`config.mk`:
```
export PLATFORM = sky130hd
export DESIGN_NAME = flash_reader
export DESIGN_NICKNAME = d
export VERILOG_FILES = /design/src/rtl/flash_pkg.sv /design/src/rtl/flash_reader_wb_byte_slot.sv /design/src/rtl/flash_reader.sv
export SDC_FILE = /design/constraint.sdc
export NUM_CORES = 1
export LEC_CHECK = 0
export ABC_AREA = 1
export BUFFER_PORTS_ARGS = -buffer_cell sky130_fd_sc_hd__buf_2
export CELL_PAD_IN_SITES_DETAIL_PLACEMENT = 1
export CELL_PAD_IN_SITES_GLOBAL_PLACEMENT = 2
export CORE_MARGIN = 5
export CORE_UTILIZATION = 26
export DETAILED_ROUTE_END_ITERATION = 8
export MAX_ROUTING_LAYER = met4
export PLACE_DENSITY = 0.76
export SYNTH_ARGS = -nofsm -noshare
export SYNTH_HDL_FRONTEND = slang
export SYNTH_SLANG_ARGS = --single-unit
export TNS_END_PERCENT = 100
```
`constraint.sdc`:
```
create_clock -name CLK_I -period 1.55 [get_ports CLK_I]
set_clock_uncertainty 0.15 [all_clocks]
set_input_delay 0.2325 -clock CLK_I [delete_from_list [all_inputs] [get_ports CLK_I]]
set_output_delay 0.2325 -clock CLK_I [all_outputs]
set_load 0.01 [all_outputs]
```
`src/rtl/flash_pkg.sv`:
```
// Shared constants and FSM encoding for flash_reader.
// Build option FLASH_FAST_READ_EN selects FAST_READ (0x0B) with one dummy byte.
package flash_pkg;

    localparam logic [7:0] OP_READ      = 8'h03;
    localparam logic [7:0] OP_FAST_READ = 8'h0B;

`ifdef FLASH_FAST_READ_EN
    localparam logic [7:0] OP_CODE = OP_FAST_READ;
`else
    localparam logic [7:0] OP_CODE = OP_READ;
`endif

    // Cycles CYC_O stays low after the last byte; the final one carries done.
    localparam logic [1:0] GAP_LEN = 2'd2;

    typedef enum logic [3:0] {
        IDLE  = 4'd0,
        CMD   = 4'd1,
        ADR2  = 4'd2,
        ADR1  = 4'd3,
        ADR0  = 4'd4,
`ifdef FLASH_FAST_READ_EN
        DUMMY = 4'd5,
`endif
        DATA  = 4'd6,
        HOLD  = 4'd7,
        GAP   = 4'd8
    } state_t;

    function automatic logic [7:0] slot_byte(input state_t st, input logic [23:0] a);
        logic [7:0] b;
        case (st)
            CMD:     b = OP_CODE;
            ADR2:    b = a[23:16];
            ADR1:    b = a[15:8];
            ADR0:    b = a[7:0];
            default: b = 8'h00;
        endcase
        return b;
    endfunction

endpackage

```
`src/rtl/flash_reader_wb_byte_slot.sv`:
```
// One Wishbone byte slot: STB_O/WE_O/DAT_O held from go until ACK_I, then
// dropped for at least one cycle because go is only honoured while idle.
module wb_byte_slot (
    input  logic       clk,
    input  logic       rst,
    input  logic       go,
    input  logic [7:0] tx_byte,
    input  logic       ack_in,
    output logic       stb,
    output logic       we,
    output logic [7:0] dat,
    output logic       ack_ok
);

    // An ack seen while the strobe is low is not a completion.
    assign ack_ok = stb & ack_in;

    // Strobe/data register for the current slot.
    always_ff @(posedge clk) begin
        if (rst) begin
            stb <= 1'b0;
            we  <= 1'b0;
            dat <= 8'h00;
        end else if (stb) begin
            if (ack_in) begin
                stb <= 1'b0;
                we  <= 1'b0;
            end else begin
                stb <= 1'b1;
                we  <= 1'b1;
            end
        end else if (go) begin
            stb <= 1'b1;
            we  <= 1'b1;
            dat <= tx_byte;
        end else begin
            stb <= 1'b0;
            we  <= 1'b0;
        end
    end

endmodule

```
`src/rtl/flash_reader.sv`:
```
// SPI flash read sequencer driving a Wishbone byte engine.
// Optional FLASH_FAST_READ_EN: FAST_READ opcode plus one dummy byte before data.
module flash_reader
    import flash_pkg::*;
#(
    parameter int LEN_W = 16
) (
    input  logic             CLK_I,
    input  logic             RST_I,
    input  logic             start,
    input  logic [23:0]      addr,
    input  logic [LEN_W-1:0] len,
    output logic             busy,
    output logic             done,
    output logic             rd_valid,
    output logic [7:0]       rd_data,
    input  logic             rd_ready,
    output logic             CYC_O,
    output logic             STB_O,
    output logic             WE_O,
    output logic [7:0]       DAT_O,
    input  logic [7:0]       DAT_I,
    input  logic             ACK_I
);

    localparam logic [LEN_W-1:0] ONE = {{(LEN_W-1){1'b0}}, 1'b1};

    state_t           state, state_nx;
    logic             busy_nx, done_nx, cyc_nx, valid_nx;
    logic [7:0]       data_nx;
    logic [23:0]      addr_q, addr_nx;
    logic [LEN_W-1:0] remaining, remaining_nx;
    logic [1:0]       gap_cnt, gap_nx;
    logic             go, slot_ack;
    logic [7:0]       tx_byte;

    assign tx_byte = slot_byte(state, addr_q);

    wb_byte_slot u_slot (
        .clk     (CLK_I),
        .rst     (RST_I),
        .go      (go),
        .tx_byte (tx_byte),
        .ack_in  (ACK_I),
        .stb     (STB_O),
        .we      (WE_O),
        .dat     (DAT_O),
        .ack_ok  (slot_ack)
    );

    // State and registered outputs.
    always_ff @(posedge CLK_I) begin
        if (RST_I) begin
            state     <= IDLE;
            busy      <= 1'b0;
            done      <= 1'b0;
            CYC_O     <= 1'b0;
            rd_valid  <= 1'b0;
            rd_data   <= 8'h00;
            addr_q    <= 24'h000000;
            remaining <= '0;
            gap_cnt   <= 2'd0;
        end else begin
            state     <= state_nx;
            busy      <= busy_nx;
            done      <= done_nx;
            CYC_O     <= cyc_nx;
            rd_valid  <= valid_nx;
            rd_data   <= data_nx;
            addr_q    <= addr_nx;
            remaining <= remaining_nx;
            gap_cnt   <= gap_nx;
        end
    end

    // Next-state and next-output logic; a new slot is requested only while STB_O is low.
    always_comb begin
        state_nx     = state;
        busy_nx      = busy;
        done_nx      = 1'b0;
        cyc_nx       = CYC_O;
        valid_nx     = rd_valid;
        data_nx      = rd_data;
        addr_nx      = addr_q;
        remaining_nx = remaining;
        gap_nx       = gap_cnt;
        go           = 1'b0;
        case (state)
            IDLE: begin
                if (start && (len != '0)) begin
                    state_nx     = CMD;
                    busy_nx      = 1'b1;
                    cyc_nx       = 1'b1;
                    addr_nx      = addr;
                    remaining_nx = len;
                end else begin
                    done_nx = start;
                end
            end
            CMD: begin
                go       = ~STB_O;
                state_nx = slot_ack ? ADR2 : CMD;
            end
            ADR2: begin
                go       = ~STB_O;
                state_nx = slot_ack ? ADR1 : ADR2;
            end
            ADR1: begin
                go       = ~STB_O;
                state_nx = slot_ack ? ADR0 : ADR1;
            end
`ifdef FLASH_FAST_READ_EN
            ADR0: begin
                go       = ~STB_O;
                state_nx = slot_ack ? DUMMY : ADR0;
            end
            DUMMY: begin
                go       = ~STB_O;
                state_nx = slot_ack ? DATA : DUMMY;
            end
`else
            ADR0: begin
                go       = ~STB_O;
                state_nx = slot_ack ? DATA : ADR0;
            end
`endif
            DATA: begin
                go = ~STB_O;
                if (slot_ack) begin
                    state_nx     = HOLD;
                    valid_nx     = 1'b1;
                    data_nx      = DAT_I;
                    remaining_nx = remaining - ONE;
                end else begin
                    state_nx = DATA;
                end
            end
            HOLD: begin
                // The next data slot waits for the consumer, so SCK idles while stalled.
                if (rd_ready) begin
                    valid_nx = 1'b0;
                    if (remaining == '0) begin
                        state_nx = GAP;
                        cyc_nx   = 1'b0;
                        gap_nx   = GAP_LEN - 2'd1;
                    end else begin
                        state_nx = DATA;
                    end
                end else begin
                    state_nx = HOLD;
                end
            end
            GAP: begin
                if (gap_cnt <= 2'd1) begin
                    state_nx = IDLE;
                    done_nx  = 1'b1;
                    busy_nx  = 1'b0;
                end else begin
                    gap_nx = gap_cnt - 2'd1;
                end
            end
            default: begin
                state_nx = IDLE;
            end
        endcase
    end

endmodule

```
==> qor.json <==
{
  "ys_ff_latch": {"value": 67},
  "worst-endpoint-arrival": {"value": 1640, "unit": "ps"},
  "timing.critical_path.from_type": {"value": "register"},
  "final_hold_viol_count": {"value": 0},
  "p_total": {"value": 5.235, "unit": "mW"},
  "ios": {"value": 75},
  "syn-instance-count": {"value": 511},
  "antenna_found_initial": {"value": 0},
  "place_area": {"value": 0.004432, "unit": "sq mm"},
  "grt_max_degree": {"value": 38},
  "final_min_period_over_clock_period": {"value": 1.018},
  "setup_viol_count_final": {"value": 9},
  "tightest_slew": {"value": 329.0, "unit": "ps"},
  "final_area": {"value": 0.005189, "unit": "sq mm"},
  "route.final.wire_length": {"value": 12.53, "unit": "mm"},
  "vdd_ir_drop_max": {"value": 419.0, "unit": "uV"},
  "hpwlAfterDp": {"value": 8.936, "unit": "mm"},
  "failed_checks": {"value": "negative setup slack"},
  "maxSlewHeadroom": {"value": 0.7795},
  "number_of_h_tree_levels": {"value": 3},
  "cell_family_with_the_largest_share_of_critical_path_delay": {"value": "simple AND/OR/NAND/NOR gates"},
  "cts_made_buffers": {"value": 9},
  "cellPowerDensity": {"value": 1009, "unit": "mW/mm^2"},
  "timing.fmax": {"value": 634.0, "unit": "MHz"},
  "vias_per_cell": {"value": 4.616},
  "clk_pin_slew_worst_paths": {"value": 60, "unit": "ps"},
  "outcome": {"value": "complete, but fails checks"},
  "layout_commonest_cell": {"value": "nand2_1"},
  "cellLeakagePower": {"value": 2.401, "unit": "nW"},
  "critPathBufInv": {"value": 2},
  "clock_net_sink_count": {"value": 67},
  "end_kind": {"value": "register"},
  "cts_root_buffer": {"value": "clkbuf_16"},
  "max_cap_viol_count": {"value": 0},
  "critical_path.max_fanout": {"value": 8},
  "timing.critical_path.required": {"value": 1610, "unit": "ps"},
  "finish.net_count": {"value": 713},
  "delay_of_the_slowest_critical_path_stage": {"value": 380, "unit": "ps"},
  "groute.usage.overall": {"value": 0.1689},
  "antenna-diode-count": {"value": 0},
  "synth_seq_area_share": {"value": 0.3964},
  "drv_slew": {"value": 0},
  "critical_path.cell_chain": {"value": "inv_4 -> nor2_4 -> nand2_4 -> buf_4 -> o211ai_1 -> nand2_2 -> nand2_1 -> a21oi_1"},
  "syn_avg_cell_area": {"value": 6.621, "unit": "sq um"},
  "critPathSlowestCell": {"value": "dfxtp_4"},
  "finalWorstPathRequiredPeriod": {"value": 1577, "unit": "ps"},
  "rsz0062_at_grt": {"value": "true"},
  "kind_of_critical_path": {"value": "reg2reg"},
  "die_area": {"value": 0.01539, "unit": "sq mm"},
  "share_of_post_route_cells_with_drive_strength_above_1": {"value": 0.3761},
  "start_util": {"value": 0.2670},
  "die_h": {"value": 124.1, "unit": "um"},
  "chipWidth": {"value": 124.1, "unit": "um"},
  "post_synth_instance_area": {"value": 0.003383, "unit": "sq mm"},
  "cts_max_path_buffers": {"value": 2},
  "drc": {"value": 0},
  "setup_slack": {"value": -27.17, "unit": "ps"},
  "vias": {"value": 3850},
  "first_global_vias": {"value": 4092},
  "clock_latency": {"value": 330, "unit": "ps"},
  "floorplan.core_area": {"value": 0.01267, "unit": "sq mm"},
  "netlist.area_leader.share": {"value": 0.3964},
  "final_cell_mix": {"value": "nand2_1 (108), buf_2 (74), buf_4 (63)"},
  "synth_cell_type_count": {"value": 29},
  "preCtsSetupSlack": {"value": -172.0, "unit": "ps"},
  "syn-num-nets": {"value": 566},
  "grt_overflow": {"value": 0},
  "synth_top_area_cell": {"value": "dfxtp_1"},
  "area_growth": {"value": 53.37, "unit": "%"},
  "timing.hold.ws": {"value": 20.59, "unit": "ps"},
  "globalplace.congestion": {"value": 0.8060},
  "holdCritPathClass": {"value": "in2reg"},
  "grt_first_pass_wirelength": {"value": 19.70, "unit": "mm"},
  "route.detailed.wl_per_inst": {"value": 15.03, "unit": "um"},
  "port_buffers": {"value": 74},
  "antenna_violating_nets_post_route": {"value": 0},
  "dr.pass1.iters": {"value": 4},
  "synthTopCellsByArea": {"value": "dfxtp_1 (40%), nand2_1 (13%), nor2_1 (8.1%)"},
  "std_cell_rows": {"value": 41},
  "yosys_warnings": {"value": 0},
  "tritoncts": {"value": "yes"},
  "detailedRoute.firstIterationViolations": {"value": 141}
}
[cell usage after synthesis (all sizes together)]
cell type,n
nand2,123
nand3b,1
inv,60
clkinv,1
o211ai,4
and3,1
o21a,1
o221ai,5
dfxtp,67
nand4,5
a21oi,46
clkbuf,9
o21bai,1
nor2,76
o21ai,38
ha,2
buf,13
or2,5
nor3,4
nand3,49
[per-layer routing]
| layer | GRT usage | up-vias | share of wire |
|---|---|---|---|
| met5 | - | - | 0 |
| met3 | 0.03179 | 15 | 0.040 |
| li1 | - | 1941 | - |
| met2 | 0.2831 | 69 | 0.50 |
| met1 | 0.2056 | 1825 | 0.45 |
| met4 | 0.05407 | 0 | 0.014 |
[power by group]
| part | internal, mW | switching, mW |
|---|---|---|
| clock | 1.24 | 0.799 |
| sequential | 1.85 | 0.0937 |
| combinational | 0.568 | 0.689 |
[sequential cells by signal, indices dropped and copies added (netlist names)]
register / cells
addr_q: 24
remaining: 16
rd_data: 8
u_slot.dat: 8
state: 4
gap_cnt: 2
CYC_O: 1
busy: 1
done: 1
rd_valid: 1
u_slot.we: 1
[timing repair]
action | 4_1_cts | 5_1_grt
resized for setup | 42 | 69
setup buffers | 4 | 1
hold buffers | 7 | 0
setup endpoints to repair | 55 | 45
endpoints found under the hold margin | 7 | 0
pin swaps | 15 | 33
cloned | 0 | 2
[worst reg2reg max path, cell delays in order (launching register included)]
cell	delay [ps]
dfxtp_4	380
inv_4	40
nor2_4	110
nand2_4	100
buf_4	160
o211ai_1	140
nand2_2	210
nand2_1	110
a21oi_1	60
[metrics by stage]
| step | setup TNS [ps] | std cells | utilization |
|---|---|---|---|
| final | -190.8 | 834 | 0.4095 |
| after global routing | -1747 | 834 | 0.4095 |
| after CTS | -29.43 | 831 | 0.3891 |
| after detailed placement | -4059 | 805 | 0.3498 |
| after global placement | -2082 | 805 | 0.3498 |
| after floorplan | 0 | 511 | - |
[cell families (layout without fill, tap and decap cells)]
| family | after synthesis | after routing | share of synthesized area |
|---|---|---|---|
| buffers and inverters | 83 | 234 | 0.1113 |
| DFF | 67 | 67 | 0.3965 |
| adders and majority gates | 2 | 2 | 0.007395 |
| and+or+nand+nor | 264 | 264 | 0.3343 |
| AOI/OAI and AO/OA | 95 | 95 | 0.1505 |
[cell type report]
cell class	count	area (sq um)
Tap cell	172	215.2
Clock inverter	6	67.56
Sequential cell	67	1358
Multi-Input combinational cell	361	1928
Fill cell	1599	7482
Clock buffer	9	225.2
Inverter	61	244.0
Timing Repair Buffer	158	1151
[final timing paths]
check / from / cells after the start / slack, ps / to
hold reg to reg: addr_q[18] / 2 / 310 / addr_q[18]
setup reg to reg: state[1] / 8 / -30 / u_slot.dat[5]
setup / recovery: state[1] / 8 / -30 / u_slot.dat[5]
hold / removal: addr[15] / 3 / 20 / addr_q[15]
Power figures use the tool's default switching activity.
